===== src/rtl/imem_loader.sv =====
// Serial program loader for the CPU's instruction memory. It receives a framed byte stream
// (count, low/high byte pairs, XOR checksum) and holds the CPU in reset until a good load completes.
module imem_loader #(
    parameter int WIDTH  = 12,
    parameter int ADDR_W = 8
) (
    input  logic              clk,
    input  logic              reset,
    input  logic              start,
    input  logic [7:0]        byte_in,
    input  logic              byte_valid,
    output logic              byte_ready,
    output logic              imem_we,
    output logic [ADDR_W-1:0] imem_addr,
    output logic [WIDTH-1:0]  imem_wdata,
    output logic              cpu_hold,
    output logic              busy,
    output logic              done,
    output logic              error
);

    typedef enum logic [2:0] {
        IDLE,
        COUNT,
        LO,
        HI,
        WRITE,
        CHECK,
        DONE,
        ERR
    } state_t;

    state_t              r_state;
    state_t              w_nextState;
    logic [7:0]          r_count;
    logic [ADDR_W-1:0]   r_idx;
    logic [7:0]          r_chk;
    logic [7:0]          r_lo;
    logic [ADDR_W-1:0]   r_addr;
    logic [WIDTH-1:0]    r_wdata;
    logic                r_we;
    logic                r_ready;
    logic                r_hold;
    logic                r_busy;
    logic                r_done;
    logic                r_err;
    logic                w_accept;
    logic                w_lastWord;
    logic                w_hiOk;

    assign w_accept   = byte_valid && r_ready;
    assign w_lastWord = (r_idx == ADDR_W'(r_count));
    assign w_hiOk     = (byte_in[7:4] == 4'h0);

    // Next-state decode; start is honoured only from the resting states.
    always_comb begin
        w_nextState = r_state;
        case (r_state)
            IDLE, DONE, ERR: if (start) w_nextState = COUNT;
            COUNT:           if (w_accept) w_nextState = LO;
            LO:              if (w_accept) w_nextState = HI;
            HI:              if (w_accept) w_nextState = w_hiOk ? WRITE : ERR;
            WRITE:           w_nextState = w_lastWord ? CHECK : LO;
            CHECK:           if (w_accept) w_nextState = (byte_in == r_chk) ? DONE : ERR;
            default:         w_nextState = IDLE;
        endcase
    end

    // Status outputs are registered from the next state so they line up with the state register.
    always_ff @(posedge clk or posedge reset) begin
        if (reset) begin
            r_state <= IDLE;
            r_count <= 8'h00;
            r_idx   <= '0;
            r_chk   <= 8'h00;
            r_lo    <= 8'h00;
            r_addr  <= '0;
            r_wdata <= '0;
            r_we    <= 1'b0;
            r_ready <= 1'b0;
            r_hold  <= 1'b1;
            r_busy  <= 1'b0;
            r_done  <= 1'b0;
            r_err   <= 1'b0;
        end else begin
            r_state <= w_nextState;
            r_ready <= (w_nextState == COUNT) || (w_nextState == LO) ||
                       (w_nextState == HI)    || (w_nextState == CHECK);
            r_we    <= (w_nextState == WRITE);
            r_hold  <= (w_nextState != DONE);
            r_busy  <= (w_nextState == COUNT) || (w_nextState == LO) ||
                       (w_nextState == HI)    || (w_nextState == WRITE) ||
                       (w_nextState == CHECK);
            r_done  <= (w_nextState == DONE);
            r_err   <= (w_nextState == ERR);

            case (r_state)
                COUNT: begin
                    if (w_accept) begin
                        r_count <= byte_in;
                        r_idx   <= '0;
                        r_chk   <= byte_in;
                    end
                end
                LO: begin
                    if (w_accept) begin
                        r_lo  <= byte_in;
                        r_chk <= r_chk ^ byte_in;
                    end
                end
                HI: begin
                    // Address and data are captured here so they are valid during the WRITE cycle.
                    if (w_accept) begin
                        r_chk <= r_chk ^ byte_in;
                        if (w_hiOk) begin
                            r_addr  <= r_idx;
                            r_wdata <= WIDTH'({byte_in[3:0], r_lo});
                        end
                    end
                end
                WRITE: begin
                    if (!w_lastWord) r_idx <= r_idx + ADDR_W'(1);
                end
                default: ;
            endcase
        end
    end

    assign byte_ready = r_ready;
    assign imem_we    = r_we;
    assign imem_addr  = r_addr;
    assign imem_wdata = r_wdata;
    assign cpu_hold   = r_hold;
    assign busy       = r_busy;
    assign done       = r_done;
    assign error      = r_err;

endmodule


===== config.mk =====
export PLATFORM = sky130hd
export DESIGN_NAME = imem_loader
export DESIGN_NICKNAME = d
export VERILOG_FILES = /design/src/rtl/imem_loader.sv
export SDC_FILE = /design/constraint.sdc
export NUM_CORES = 1
export LEC_CHECK = 0
export ABC_AREA = 1
export BUFFER_PORTS_ARGS = -buffer_cell sky130_fd_sc_hd__buf_4
export CORE_ASPECT_RATIO = 1.1
export CORE_MARGIN = 1
export CORE_UTILIZATION = 40
export CTS_BUF_LIST = sky130_fd_sc_hd__clkbuf_4 sky130_fd_sc_hd__clkbuf_8 sky130_fd_sc_hd__clkbuf_16
export DETAILED_ROUTE_END_ITERATION = 7
export PLACE_DENSITY_LB_ADDON = 0.25
export SETUP_SLACK_MARGIN = 0.02
export SYNTH_ARGS = -nofsm -noshare
export SYNTH_HDL_FRONTEND = slang
export SYNTH_SLANG_ARGS = --single-unit

===== constraint.sdc =====
create_clock -name clk -period 4.6 [get_ports clk]
set_input_delay 0.46 -clock clk [delete_from_list [all_inputs] [get_ports clk]]
set_output_delay 0.46 -clock clk [all_outputs]
set_load 0.05 [all_outputs]

==> metrics.txt <==
run status=finished clean; total setup buffers inserted after CTS=0; dpl hpwl=3939 um; core box area=6967 um2; DR iter-0 viols=102; Synth warnings=0; chip width=82.77 um; post-layout net count=394; reg2reg path depth=11; drc violations=0; Clock Skew=0.01099 ns; final setup vio count=0; Initial Util=41.20%; share of the clock period used by the worst path=38.22%; CP Max Fanout=21; routed len/inst=11.92 um; fin crit period=1.758 ns; final wirelength=5616 um; post-synth cell types=25; Slew @ Worst Pin=0.9260 ns; GRT Util Overall=17.04%; Setup TNS=0 ns; commonest non-fill, non-tap cell in the layout=nand2_1; initial antenna violation count=0; CTS tree=done; Fmax achieved=568.8 MHz; syn avg cell area=8.467 um2; die height=90.85 um; Syn Nets=352; RSZ-0062 raised after global routing=no; register area share after synthesis=53.23%; row count=32; P_int=0.001307 W; count of pins over their slew limit=0; Clock Latency Late Sink=0.34 ns; layout cells sized above 1=19.69%; H-Tree Depth=3; Cell Chain, Critical Path=inv_2, nand2_1, inv_1, nand2_2, nor2_4, inv_2, nand2_4, nor2_2, nor2_4, nand2_2, nor2_1; area delta synth->final=20.75%; Power Density=613.8 nW/um2; VDD IR-drop max=0.2696 mV; cts hold-fix bufs=0; post-synthesis cell area=2870 um2; Setup WS post-layout=2.842 ns; Vias/cell=4.705; Worst Setup Path Type=flip-flop to flip-flop; CP Data Required Time=4.87 ns; largest net degree at the start of global routing=62; vias in the first global route=2116; Clk pin slew, worst setup/hold paths=0.08 ns; Sw Ratio=38.56%; most frequent cells in the layout=nand2_1, dfrtp_1, buf_4; Routed Antenna Nets=0; Worst path max stage delay=0.42 ns; CP Capture Type=flip-flop; Vias=2216; diodes inserted=0; Sinks on Clock Net=61; clock network fraction of total power=27.7%; GR Overflow Total=0; CP Data Arrival Time=2.03 ns; final hold violations=0; global-route wire length before repair=9570 um; DR pass1 iterations=4; RePlAce Congestion=0.8152; root buffer cell=clkbuf_8; Setup Slack @ Placement=2.660 ns; # resized after CTS=0; Leakage=1.778 nW; Max-slew headroom=37.79%; cts bufs inserted=9; P_sw=0.0008202 W; Logic pwr share=36.0%; worst-case clock buffer depth=2; max cap viols=0; full die area=7519 um2; number of synthesized register bits=61; I/O pins=38; Port-buffer cells=37; Hold Path Class=primary input to asynchronous set/reset pin; synthesized instance count=339; CP max stage cell=dfrtp_1; Critical Path Source Type=flip-flop; Sequential Power Share=36.3%
## routing by layer
layer	vias up	share of wire [%]	track usage, %
li1	1142	-	-
met1	1021	47	22.92
met2	39	47	26.30
met3	14	3.6	3.636
met4	0	2.2	6.897
met5	-	0	0
## cells by family (layout without fill, tap and decap cells)
kind of cell | after synthesis | count (layout) | share of synthesized area, %
buffers and inverters | 46 | 93 | 6.539
adders and majority gates | 1 | 1 | 0.4359
and+or+nand+nor | 166 | 166 | 25.41
DFF | 61 | 61 | 53.23
AOI/OAI and AO/OA | 43 | 43 | 7.672
xor gates and xnor gates | 22 | 22 | 6.713
## power by group through the flow
| stage | Sequential [W] | Combinational (W) | Clock, W |
|---|---|---|---|
| 3_3_place_gp | 0.000781 | 0.000753 | 0 |
| 2_1_floorplan | 0.000872 | 0.000514 | 0 |
| 3_5_place_dp | 0.000783 | 0.000767 | 0 |
| 4_1_cts | 0.000773 | 0.000773 | 0.000605 |
| 6_report | 0.000772 | 0.000765 | 0.000590 |
| 5_1_grt | 0.000792 | 0.000863 | 0.000623 |
## per-stage QoR
step	hold WS, ns	instances	area (um2)	power [W]	util, %
floorplan	0.4492	339	2870	0.001386	-
global placement	0.4600	455	3221	0.001534	46.23
detailed placement	0.4612	455	3221	0.001549	46.23
CTS	0.3692	471	3466	0.002152	49.75
global route	0.4003	471	3466	0.002279	49.75
finish	0.3342	471	3466	0.002127	49.75
## final cells by class
type,instances,area [um2]
multi-input combinational,232,1155
fill,693,3501
clock inverter,7,121.4
tap,85,106.4
timing repair buffer,38,285.3
inverter,39,146.4
sequential,61,1528
clock buffer,9,123.9
## critical path, delay by kind of cell, from the launching register on
family / cells / cell delay (ns)
buffers and inverters: 3 / 0.40
flip-flops: 1 / 0.42
AND/OR/NAND/NOR: 8 / 0.87
## cell usage after synthesis (all sizes together)
cell      n  area share, %
a21oi     5           0.87
buf       7            1.4
dfrtp    60             52
dfstp     1           0.92
ha        1           0.44
inv      39            5.1
nand2   116             16
nand3    15            3.0
nand4     2           0.44
nor2     27            4.8
nor3      5           0.87
nor4      1           0.22
o21ai    36            6.3
o21bai    2           0.52
xnor2    10            3.1
xor2     12            3.7
## path summary, 6_finish.rpt
| kind | slack [ns] | end | from |
|---|---|---|---|
| max reg2reg | 2.84 | error | r_state[1] |
| min reg2reg | 0.48 | imem_wdata[7] | imem_wdata[7] |
| min in group clk | 0.38 | r_lo[4] | byte_in[4] |
| max | 2.84 | error | r_state[1] |
| max in group asynchronous | 3.76 | r_state[0] | reset |
| min | 0.33 | imem_wdata[1] | reset |
## sequential cells by signal, indices dropped and copies added, names as in the netlist
name	count
imem_wdata	12
imem_addr	8
r_chk	8
r_count	8
r_idx	8
r_lo	8
r_state	3
busy	1
byte_ready	1
cpu_hold	1
done	1
error	1
imem_we	1
Note: power is estimated with default switching activity, not from simulation.
